**src/rtl/vecunit_pkg.sv**
```systemverilog
`default_nettype none
// ============================================================================
// Module      : vecunit_pkg
// Description : Shared types and width helpers for the vecunit consumer pool.
// Revision    : 1.0 - initial release
// ============================================================================
package vecunit_pkg;

  localparam int C_JOB_W = 6;
  localparam int C_LAT_W = 4;

  typedef enum logic [1:0] {
    IDLE = 2'd0,
    BUSY = 2'd1,
    DONE = 2'd2
  } lane_state_e;

  typedef struct packed {
    logic [C_JOB_W-1:0] job;
    logic [C_LAT_W-1:0] lat;
  } job_entry_t;

  // A single-lane pool still needs a 1-bit lane index.
  function automatic int lane_w(input int n);
    return (n > 1) ? $clog2(n) : 1;
  endfunction

endpackage
`default_nettype wire

```
**src/rtl/consumer_pool_if.sv**
```systemverilog
`default_nettype none
// ============================================================================
// Module      : consumer_pool_if
// Description : Job input and completion output handshakes of the pool.
// Revision    : 1.0 - initial release
// ============================================================================
interface consumer_pool_if
  import vecunit_pkg::*;
#(
  parameter int JOB_W      = C_JOB_W,
  parameter int LAT_W      = C_LAT_W,
  parameter int N_LANES    = 2,
  parameter int FIFO_DEPTH = 4
);
  localparam int LANE_W = lane_w(N_LANES);
  localparam int CNT_W  = $clog2(FIFO_DEPTH) + 1;

  logic               job_valid_i;
  logic               job_ready_o;
  logic [JOB_W-1:0]   job_i;
  logic [LAT_W-1:0]   lat_i;
  logic               done_valid_o;
  logic               done_ready_i;
  logic [JOB_W-1:0]   done_job_o;
  logic [LANE_W-1:0]  done_lane_o;
  logic               busy_o;
  logic [N_LANES-1:0] lane_busy_o;
  logic [CNT_W-1:0]   fifo_count_o;

  modport slave (
    input  job_valid_i, job_i, lat_i, done_ready_i,
    output job_ready_o, done_valid_o, done_job_o, done_lane_o,
           busy_o, lane_busy_o, fifo_count_o
  );

  modport master (
    output job_valid_i, job_i, lat_i, done_ready_i,
    input  job_ready_o, done_valid_o, done_job_o, done_lane_o,
           busy_o, lane_busy_o, fifo_count_o
  );

endinterface
`default_nettype wire

```
**src/rtl/consumer_pool_sync_fifo.sv**
```systemverilog
`default_nettype none
// ============================================================================
// Module      : sync_fifo
// Description : Single-clock FIFO with full/empty flags and occupancy count.
// Revision    : 1.0 - initial release
// ============================================================================
module sync_fifo #(
  parameter int WIDTH = 8,
  parameter int DEPTH = 4
) (
  input  wire logic                     clk_i,
  input  wire logic                     rst_ni,
  input  wire logic                     push_i,
  input  wire logic                     pop_i,
  input  wire logic [WIDTH-1:0]         wdata_i,
  output logic      [WIDTH-1:0]         rdata_o,
  output logic                          full_o,
  output logic                          empty_o,
  output logic      [$clog2(DEPTH):0]   count_o
);
  localparam int AW = $clog2(DEPTH);

  logic [WIDTH-1:0] r_mem [DEPTH];
  logic [AW-1:0]    r_wr_ptr;
  logic [AW-1:0]    r_rd_ptr;
  logic [AW:0]      r_count;
  logic             w_push_ok;
  logic             w_pop_ok;

  assign full_o    = (r_count == (AW+1)'(DEPTH));
  assign empty_o   = (r_count == '0);
  assign count_o   = r_count;
  assign rdata_o   = r_mem[r_rd_ptr];
  assign w_push_ok = push_i & ~full_o;
  assign w_pop_ok  = pop_i & ~empty_o;

  always_ff @(posedge clk_i) begin
    if (!rst_ni) begin
      r_wr_ptr <= '0;
      r_rd_ptr <= '0;
      r_count  <= '0;
    end else begin
      if (w_push_ok) r_wr_ptr <= r_wr_ptr + AW'(1);
      if (w_pop_ok)  r_rd_ptr <= r_rd_ptr + AW'(1);
      case ({w_push_ok, w_pop_ok})
        2'b10:   r_count <= r_count + (AW+1)'(1);
        2'b01:   r_count <= r_count - (AW+1)'(1);
        default: r_count <= r_count;
      endcase
    end
  end

  always_ff @(posedge clk_i) begin
    if (w_push_ok) r_mem[r_wr_ptr] <= wdata_i;
  end

endmodule
`default_nettype wire

```
**src/rtl/consumer_pool.sv**
```systemverilog
`default_nettype none
// ============================================================================
// Module      : consumer_pool
// Description : FIFO-fed pool of latency-counting lanes with a round-robin
//               completion arbiter.
// Revision    : 1.0 - initial release
// ============================================================================
module consumer_pool
  import vecunit_pkg::*;
#(
  parameter int JOB_W      = C_JOB_W,
  parameter int LAT_W      = C_LAT_W,
  parameter int N_LANES    = 2,
  parameter int FIFO_DEPTH = 4
) (
  input wire logic        clk_i,
  input wire logic        rst_ni,
  consumer_pool_if.slave  bus
);
  localparam int LANE_W = lane_w(N_LANES);
  localparam int CNT_W  = $clog2(FIFO_DEPTH) + 1;

  typedef struct packed {
    logic [JOB_W-1:0] job;
    logic [LAT_W-1:0] lat;
  } entry_t;

  entry_t             w_head;
  entry_t             w_wentry;
  logic               w_full;
  logic               w_empty;
  logic               w_push;
  logic               w_pop;
  logic [CNT_W-1:0]   w_count;
  logic [N_LANES-1:0] w_is_idle;
  logic [N_LANES-1:0] w_is_done;
  logic [JOB_W-1:0]   w_lane_job [N_LANES];
  logic [LANE_W-1:0]  w_disp_lane;
  logic               w_rr_valid;
  logic [LANE_W-1:0]  w_rr_sel;
  logic [LANE_W-1:0]  w_sel;
  logic               w_valid;
  logic               w_accept;
  logic [LANE_W-1:0]  r_ptr;
  logic [LANE_W-1:0]  r_lock_lane;
  logic               r_locked;

  assign w_wentry = '{job: bus.job_i, lat: bus.lat_i};
  assign w_push   = bus.job_valid_i & ~w_full;
  assign w_pop    = ~w_empty & (|w_is_idle);

  sync_fifo #(
    .WIDTH (JOB_W + LAT_W),
    .DEPTH (FIFO_DEPTH)
  ) u_fifo (
    .clk_i   (clk_i),
    .rst_ni  (rst_ni),
    .push_i  (w_push),
    .pop_i   (w_pop),
    .wdata_i (w_wentry),
    .rdata_o (w_head),
    .full_o  (w_full),
    .empty_o (w_empty),
    .count_o (w_count)
  );

  always_comb begin
    w_disp_lane = '0;
    for (int i = N_LANES - 1; i >= 0; i--) begin
      if (w_is_idle[LANE_W'(i)]) w_disp_lane = LANE_W'(i);
    end
  end

  for (genvar gi = 0; gi < N_LANES; gi++) begin : g_lane
    lane_state_e      r_state;
    lane_state_e      w_state_n;
    logic [LAT_W-1:0] r_cnt;
    logic [LAT_W-1:0] w_cnt_n;
    logic [JOB_W-1:0] r_job;
    logic [JOB_W-1:0] w_job_n;
    logic             w_disp_hit;
    logic             w_acc_hit;

    assign w_disp_hit = w_pop & (w_disp_lane == LANE_W'(gi));
    assign w_acc_hit  = w_accept & (w_sel == LANE_W'(gi));

    always_ff @(posedge clk_i) begin
      if (!rst_ni) begin
        r_state <= IDLE;
        r_cnt   <= '0;
        r_job   <= '0;
      end else begin
        r_state <= w_state_n;
        r_cnt   <= w_cnt_n;
        r_job   <= w_job_n;
      end
    end

    always_comb begin
      w_state_n = r_state;
      w_cnt_n   = r_cnt;
      w_job_n   = r_job;
      case (r_state)
        IDLE: begin
          if (w_disp_hit) begin
            w_state_n = BUSY;
            w_cnt_n   = (w_head.lat == '0) ? LAT_W'(1) : w_head.lat;
            w_job_n   = w_head.job;
          end
        end
        BUSY: begin
          // The count parks at 1 on the way to DONE so it never reaches 0.
          if (r_cnt == LAT_W'(1)) w_state_n = DONE;
          else                    w_cnt_n   = r_cnt - LAT_W'(1);
        end
        DONE: begin
          if (w_acc_hit) w_state_n = IDLE;
        end
        default: w_state_n = IDLE;
      endcase
    end

    assign w_is_idle[gi]  = (r_state == IDLE);
    assign w_is_done[gi]  = (r_state == DONE);
    assign w_lane_job[gi] = r_job;
  end

  always_comb begin
    w_rr_valid = 1'b0;
    w_rr_sel   = '0;
    for (int k = N_LANES - 1; k >= 0; k--) begin
      if (w_is_done[LANE_W'((int'(r_ptr) + k) % N_LANES)]) begin
        w_rr_valid = 1'b1;
        w_rr_sel   = LANE_W'((int'(r_ptr) + k) % N_LANES);
      end
    end
  end

  // A stalled record stays locked so a later DONE lane cannot preempt it.
  assign w_valid  = r_locked | w_rr_valid;
  assign w_sel    = r_locked ? r_lock_lane : w_rr_sel;
  assign w_accept = w_valid & bus.done_ready_i;

  always_ff @(posedge clk_i) begin
    if (!rst_ni) begin
      r_ptr       <= '0;
      r_locked    <= 1'b0;
      r_lock_lane <= '0;
    end else begin
      r_locked    <= w_valid & ~bus.done_ready_i;
      r_lock_lane <= w_sel;
      if (w_accept) r_ptr <= LANE_W'((int'(w_sel) + 1) % N_LANES);
    end
  end

  assign bus.job_ready_o  = ~w_full;
  assign bus.done_valid_o = w_valid;
  assign bus.done_job_o   = w_valid ? w_lane_job[w_sel] : '0;
  assign bus.done_lane_o  = w_valid ? w_sel : '0;
  assign bus.lane_busy_o  = ~w_is_idle;
  assign bus.busy_o       = ~w_empty | ~(&w_is_idle);
  assign bus.fifo_count_o = w_count;

endmodule
`default_nettype wire

```
**src/flat_wrapper.sv**
```systemverilog
// flat-port wrapper written by rule: the top's interface ports become plain ports
module consumer_pool_flat import vecunit_pkg::*;
#(
  parameter int JOB_W      = C_JOB_W,
  parameter int LAT_W      = C_LAT_W,
  parameter int N_LANES    = 2,
  parameter int FIFO_DEPTH = 4
)
  (clk_i, rst_ni, bus_job_valid_i, bus_job_i, bus_lat_i, bus_done_ready_i, bus_job_ready_o, bus_done_valid_o, bus_done_job_o, bus_done_lane_o, bus_busy_o, bus_lane_busy_o, bus_fifo_count_o);
  consumer_pool_if #(.JOB_W(JOB_W), .LAT_W(LAT_W), .N_LANES(N_LANES), .FIFO_DEPTH(FIFO_DEPTH)) bus_i ();
  input wire logic clk_i;
  input wire logic rst_ni;
  input wire logic [$bits(bus_i.job_valid_i)-1:0] bus_job_valid_i;
  input wire logic [$bits(bus_i.job_i)-1:0] bus_job_i;
  input wire logic [$bits(bus_i.lat_i)-1:0] bus_lat_i;
  input wire logic [$bits(bus_i.done_ready_i)-1:0] bus_done_ready_i;
  output wire logic [$bits(bus_i.job_ready_o)-1:0] bus_job_ready_o;
  output wire logic [$bits(bus_i.done_valid_o)-1:0] bus_done_valid_o;
  output wire logic [$bits(bus_i.done_job_o)-1:0] bus_done_job_o;
  output wire logic [$bits(bus_i.done_lane_o)-1:0] bus_done_lane_o;
  output wire logic [$bits(bus_i.busy_o)-1:0] bus_busy_o;
  output wire logic [$bits(bus_i.lane_busy_o)-1:0] bus_lane_busy_o;
  output wire logic [$bits(bus_i.fifo_count_o)-1:0] bus_fifo_count_o;
  assign bus_i.job_valid_i = bus_job_valid_i;
  assign bus_i.job_i = bus_job_i;
  assign bus_i.lat_i = bus_lat_i;
  assign bus_i.done_ready_i = bus_done_ready_i;
  assign bus_job_ready_o = bus_i.job_ready_o;
  assign bus_done_valid_o = bus_i.done_valid_o;
  assign bus_done_job_o = bus_i.done_job_o;
  assign bus_done_lane_o = bus_i.done_lane_o;
  assign bus_busy_o = bus_i.busy_o;
  assign bus_lane_busy_o = bus_i.lane_busy_o;
  assign bus_fifo_count_o = bus_i.fifo_count_o;
  consumer_pool #(.JOB_W(JOB_W), .LAT_W(LAT_W), .N_LANES(N_LANES), .FIFO_DEPTH(FIFO_DEPTH)) u_core (.clk_i(clk_i), .rst_ni(rst_ni), .bus(bus_i));
endmodule
```
**config.mk**
```make
export PLATFORM = sky130hd
export DESIGN_NAME = consumer_pool_flat
export DESIGN_NICKNAME = d
export VERILOG_FILES = /design/src/rtl/vecunit_pkg.sv /design/src/rtl/consumer_pool_if.sv /design/src/rtl/consumer_pool_sync_fifo.sv /design/src/rtl/consumer_pool.sv /design/src/flat_wrapper.sv
export SDC_FILE = /design/constraint.sdc
export NUM_CORES = 1
export LEC_CHECK = 0
export CAP_MARGIN = 20
export CORE_ASPECT_RATIO = 1.25
export CORE_MARGIN = 5
export CORE_UTILIZATION = 30
export CTS_CLUSTER_DIAMETER = 120
export DETAILED_ROUTE_END_ITERATION = 10
export GPL_TIMING_DRIVEN = 0
export PLACE_DENSITY = 0.53
export SYNTH_ARGS = -nofsm -noshare
export SYNTH_HDL_FRONTEND = slang
export SYNTH_HIERARCHICAL = 1
export SYNTH_SLANG_ARGS = --single-unit
```
**constraint.sdc**
```tcl
create_clock -name clk_i -period 6.8 [get_ports clk_i]
set_clock_uncertainty 0.2 [all_clocks]
set_input_delay 1.36 -clock clk_i [delete_from_list [all_inputs] [get_ports clk_i]]
set_output_delay 1.36 -clock clk_i [all_outputs]
set_load 0.01 [all_outputs]
```
# Word-level counts from Yosys, hierarchy flattened
# Memories as Yosys holds them, arrays and structs flattened. A register that Yosys moved wholly into a read port is not among the register bits.
# Cells that the tools add are included.
# Widths: inputs -> output; s select.
# totals
register_bits,34
ram_bits,40
input_bits,14
memories,1
out_inout_bits,15
latch_bits,0
rom_bits,0
# classes
mul,0
shift,0
reduce_logical,15
n_div,0
n_lt_le_gt_ge,3
mux,35
bitwise_logic,20
addsub,8
n_eq_ne,17
# mem_list
name,depth,width,read_ports,rd_clocked_by_memory_dff,wr,line_no,rtl
u_core.u_fifo.r_mem,4,10,1,1,1,consumer_pool_sync_fifo.sv:23,logic [WIDTH-1:0] r_mem [DEPTH];
# op_table
cell,count
$mux 6,4
$mux 4,5
$mux 2,8
$pmux 4 s2,2
$mux 1,13
$ne 2x2->1 const B,6
$pmux 2 s3,2
$reduce_and 3->1,4
$and 1x1->1,10
$eq 4x1->1 const B,2
$sub 4x1->4 const B,2
$eq 2x1->1 const B,3
$eq 2x2->1 const B,3
$lt 1x3->1 const B,2
$not 1->1,6
$pmux 3 s2,1
$reduce_and 2->1,3
$reduce_bool 2->1,3
$add 2x1->2 const B,2
$logic_not 2->1,2
$logic_not 4->1,1
$ne 2x1->1 const B,2
$add 3x1->3 const B,1
$eq 3x3->1 const B,1
8 further kinds,10

# Longest topological paths before layout
# logic_depth
word_depth,12
ltp_mapped,11

# Cells and area by module
# Netlist, hierarchy kept.
# modules_own_cells
mod,seq_area_each_um2,cells_per_inst,n_inst,area_per_inst_um2
sync_fifo,1381.3,106,1,1933.1
consumer_pool,420.4,122,1,1143.6

# Worst setup path before layout
# Ideal clock, no wire load.
# synth_timing
path_type,in2reg
from,input bus_job_valid_i
to,"register u_core.u_fifo.r_count[2], in the netlist u_core/u_fifo/count_o[2]"
path_stages,10
setup_time_ns,0.070
path_slack_ns,3.611
arrival_ns,2.919
path_cell_list,nor2b_1 -> nor2b_1 -> buf_2 -> inv_2 -> ha_1 -> inv_1 -> fa_1 -> xor2_1 -> or3_1 -> a21boi_1
# synth_via
elab_chain_len,4
# synth_rtl
item,line_no,rtl
from (decl),flat_wrapper.sv:13,input wire logic [$bits(bus_i.job_valid_i)-1:0] bus_job_valid_i;
$and 1x1->1 (*),consumer_pool.sv:49,assign w_push = bus.job_valid_i & ~w_full;
$and 1x1->1 (*),consumer_pool_sync_fifo.sv:34,assign w_push_ok = push_i & ~full_o;
$eq 2x1->1 / $eq 2x2->1 (equally long branches),consumer_pool_sync_fifo.sv:45,"case ({w_push_ok, w_pop_ok})"
$pmux 3 s2 / $reduce_bool 2->1 (equally long branches),n/a,
to (signal assigned),consumer_pool_sync_fifo.sv:46,2'b10: r_count <= r_count + (AW+1)'(1);
to (signal assigned),consumer_pool_sync_fifo.sv:47,2'b01: r_count <= r_count - (AW+1)'(1);
to (signal assigned),consumer_pool_sync_fifo.sv:48,default: r_count <= r_count;
to (decl),consumer_pool_sync_fifo.sv:26,logic [AW:0] r_count;
# Mark *: on every way between the ends. The rest lies on a longest branch, timed or not.
# A chain may end at the register's enable or synchronous reset.

# Final worst setup path
# layout_timing
from,register u_core.g_lane[0].r_state[1]
to,output bus_done_job_o[4]
# layout_via
elab_chain_len,11
# layout_rtl
item,line_no,rtl
from (decl),consumer_pool.sv:75,lane_state_e r_state;
from (signal assigned),consumer_pool.sv:93,r_state <= w_state_n;
$eq 2x2->1 (*),consumer_pool.sv:124,assign w_is_done[gi] = (r_state == DONE);
$mux 1 (implied by the code) (2 in series),consumer_pool.sv:132,if (w_is_done[LANE_W'((int'(r_ptr) + k) % N_LANES)]) begin
$mux 1 (2 in series),consumer_pool.sv:132,
$mux 1,consumer_pool.sv:141,assign w_sel = r_locked ? r_lock_lane : w_rr_sel;
$not 1->2 (implied by the code),consumer_pool.sv:158,assign bus.done_job_o = w_valid ? w_lane_job[w_sel] : '0;
$mux 6 (implied by the code) (3 in series),consumer_pool.sv:158,
$mux 6 (*),consumer_pool.sv:158,
to (decl),flat_wrapper.sv:19,output wire logic [$bits(bus_i.done_job_o)-1:0] bus_done_job_o;
# Mark *: on every way between the ends. The rest lies on a longest branch, timed or not. The select of a mux whose other input is x is not followed.

==> results.tsv <==
metric	value	unit
Primary FF master, synth	edfxtp_1	
Tcrit/Tclk final	0.5249	
Post-synth EDFFs	40	
vias post-DR	1790	
Synth Cell Area	3077	um^2
synthesized flop and latch total	70	
most common cell after layout, fill and taps aside	edfxtp_1	
Period minus WS final	3569	ps
CP startpoint kind	flop	
Slew @ Worst Pin	794.4	ps
final hold vios	0	
post-CTS sizing	0	
CTS Buffer Depth	2	
Antenna Nets Post-Route	0	
vias in the first global route	1765	
die height	123.2	um
Max Fanout on Critical Path	7	
clock latency on the worst-skew pair	320	ps
CTS Root Cell	clkbuf_16	
RSZ-0062 raised after global routing	no	
Remaining Overflow, GRT	0	
clock buffer count from CTS	9	
Critical Path RT	5240	ps
Nets	291	
leakage power	0.001334	uW
largest net degree at the start of global routing	14	
row cnt	41	
Die ar.	12390	um^2
TritonRoute pass-1 iters	4	
syn avg cell area	13.49	um^2
hold_buf cts	0	
DR iter-0 viols	42	
design area	3816	um^2
Fmax	280.2	MHz
final RePlAce weighted congestion	0.7341	
fraction of layout cells with a size suffix above 1	0.1544	
CP endpoint kind	output pin	
Ports	29	
CP Class	flop to output pin	
Die Width	100.6	um
initial antenna violation count	0	
clk sinks	70	
H-tree levels	3	
post-synthesis sequential area ratio	0.5856	
Initial Util	0.3060	
maxcap violations	0	
# DRC	0	
P&R area growth vs syn	24.03	%
run status	finished, final reports clean	
Critical Path AT	2010	ps
Yosys warning total	6	
core area	10050	um^2
hold depth	2	
final core occ	0.3795	
Synth Net Count	252	
Via density	4.464	
worst reg2reg path endpoint	u_core/u_fifo/count_o[2]	
most frequent cells in the layout	edfxtp_1, dfxtp_1, clkdlybuf4s50_1, and2_1, nand2_1	
Final Slew Violations	0	
dpl cell area	3518	um^2
Pwr Density	377.2	nW/um^2
Unique masters post-synth	51	
r2r startpoint	u_core/g_lane[0].r_state[1]	
Fin Setup TNS	0	ps
first-pass GRT wire length	8728	um
clock slew at reported path FFs	60	ps
setup slack, reg-to-reg	3970	ps
Slew HR	0.4675	
hold path startpoint	u_core/g_lane[0].r_cnt[1]	
placed insts	385	
worst hold slack	287.9	ps
R2R depth	10	
endpoints failing setup	0	
Post-Route WL	5319	um
all-layer global routing usage	0.09381	
WL/cell	13.26	um
CTS tree	yes	
worst hold path endpoint	u_core/g_lane[0].r_cnt[1]	
HP Class	flop to flop	
maximum vdd drop	158.6	uV
Syn Inst Count	228	
Post-synth ARST share	0	
PortBufs	28	
Ant. Diodes	0	
final std cells w/o fill	401	
hpwl dp	3737	um
Post-CTS Setup Bufs	0	
-- metal layers --
| layer | vias up | track usage | part of all wire |
|---|---|---|---|
| met1 | 865 | 0.1123 | 0.46 |
| met4 | 0 | 0.04802 | 0.019 |
| met3 | 8 | 0.02935 | 0.035 |
| li1 | 889 | - | - |
| met2 | 28 | 0.1512 | 0.49 |
| met5 | - | 0 | 0 |
-- report_power, final --
part / switching (uW) / internal, uW / leakage [uW] / total, uW
Clock: 172 / 284 / 0.000138 / 455
Combinational: 204 / 210 / 0.000585 / 414
Sequential: 41.3 / 529 / 0.000612 / 570
-- flip-flops by register name, indices dropped and copies added, names as in the netlist, named ones only --
register / flops
u_core/u_fifo/r_mem: 40
u_core/g_lane.r_cnt: 8
u_core/g_lane.r_job: 6
u_core/g_lane.r_state: 4
u_core/u_fifo/count_o: 3
u_core/u_fifo/r_rd_ptr: 2
u_core/u_fifo/r_wr_ptr: 2
u_core/r_lock_lane: 1
u_core/r_locked: 1
u_core/r_ptr: 1
-- worst max-delay path by stage --
stage | start | endpoint | slack [ps]
CTS | u_core/g_lane[0].r_state[1] | bus_done_job_o[0] | 3200
global placement | bus_job_valid_i | u_core/u_fifo/count_o[2] | 3140
detailed placement | bus_job_valid_i | u_core/u_fifo/count_o[2] | 3120
global route | u_core/g_lane[0].r_state[1] | bus_done_job_o[0] | 3070
floorplan | bus_job_valid_i | u_core/u_fifo/count_o[2] | 3610
finish | u_core/g_lane[0].r_state[1] | bus_done_job_o[4] | 3230
-- critical path, cell delays in order (launching register included) --
cell and delay, ps:
dfxtp_1 430, nand2b_1 190, o31ai_4 330, and2_1 200
clkdlybuf4s50_1 540
-- layout make-up --
| cell class | instances | area (um^2) |
|---|---|---|
| fillers | 1015 | 6238 |
| inverters | 12 | 45.04 |
| clock inverters | 7 | 72.57 |
| clock buffers | 9 | 225.2 |
| well taps | 129 | 161.4 |
| multi-input cells | 138 | 1182 |
| repair buffers | 28 | 280.3 |
| flip-flops and latches | 70 | 1802 |
| plain buffers | 8 | 47.55 |
-- metrics by stage --
step | total power (uW) | setup slack [ps]
floorplan | 885.6 | 3611
global placement | 997.5 | 3145
detailed placement | 1005 | 3119
CTS | 1467 | 3196
global route | 1538 | 3072
finish | 1439 | 3231
-- cells in the mapped netlist (2+ instances only) --
cell      instances  area share
buf_4             2      0.0049
nor2_1            5      0.0061
mux4_2           10       0.073
and2_1           17       0.035
a21boi_1          4      0.0098
o21ai_1           2      0.0033
or2_2             2      0.0041
mux2i_1           9       0.029
dfxtp_1          30        0.20
nand2_1          14       0.017
a22oi_1           2      0.0049
nor2b_1          13       0.026
o21ai_0           7       0.011
clkbuf_1          3      0.0037
ha_1              9       0.037
nand2b_1          6       0.012
edfxtp_1         40        0.39
xnor2_1           4       0.011
nor3_1            3      0.0049
o21a_1            2      0.0049
a21oi_1           2      0.0033
inv_1            11       0.013
or3_1             2      0.0041
nand3_1           2      0.0033
-- cell families after synthesis --
kind of cell,after synthesis,synth area share
mux,19,0.1025
xor+xnor,5,0.01423
compound gates,27,0.06222
buf+inv,20,0.03009
simple gates,77,0.1623
fa+ha+maj,10,0.04311
flops,70,0.5856
Power figures use the tool's default switching activity.
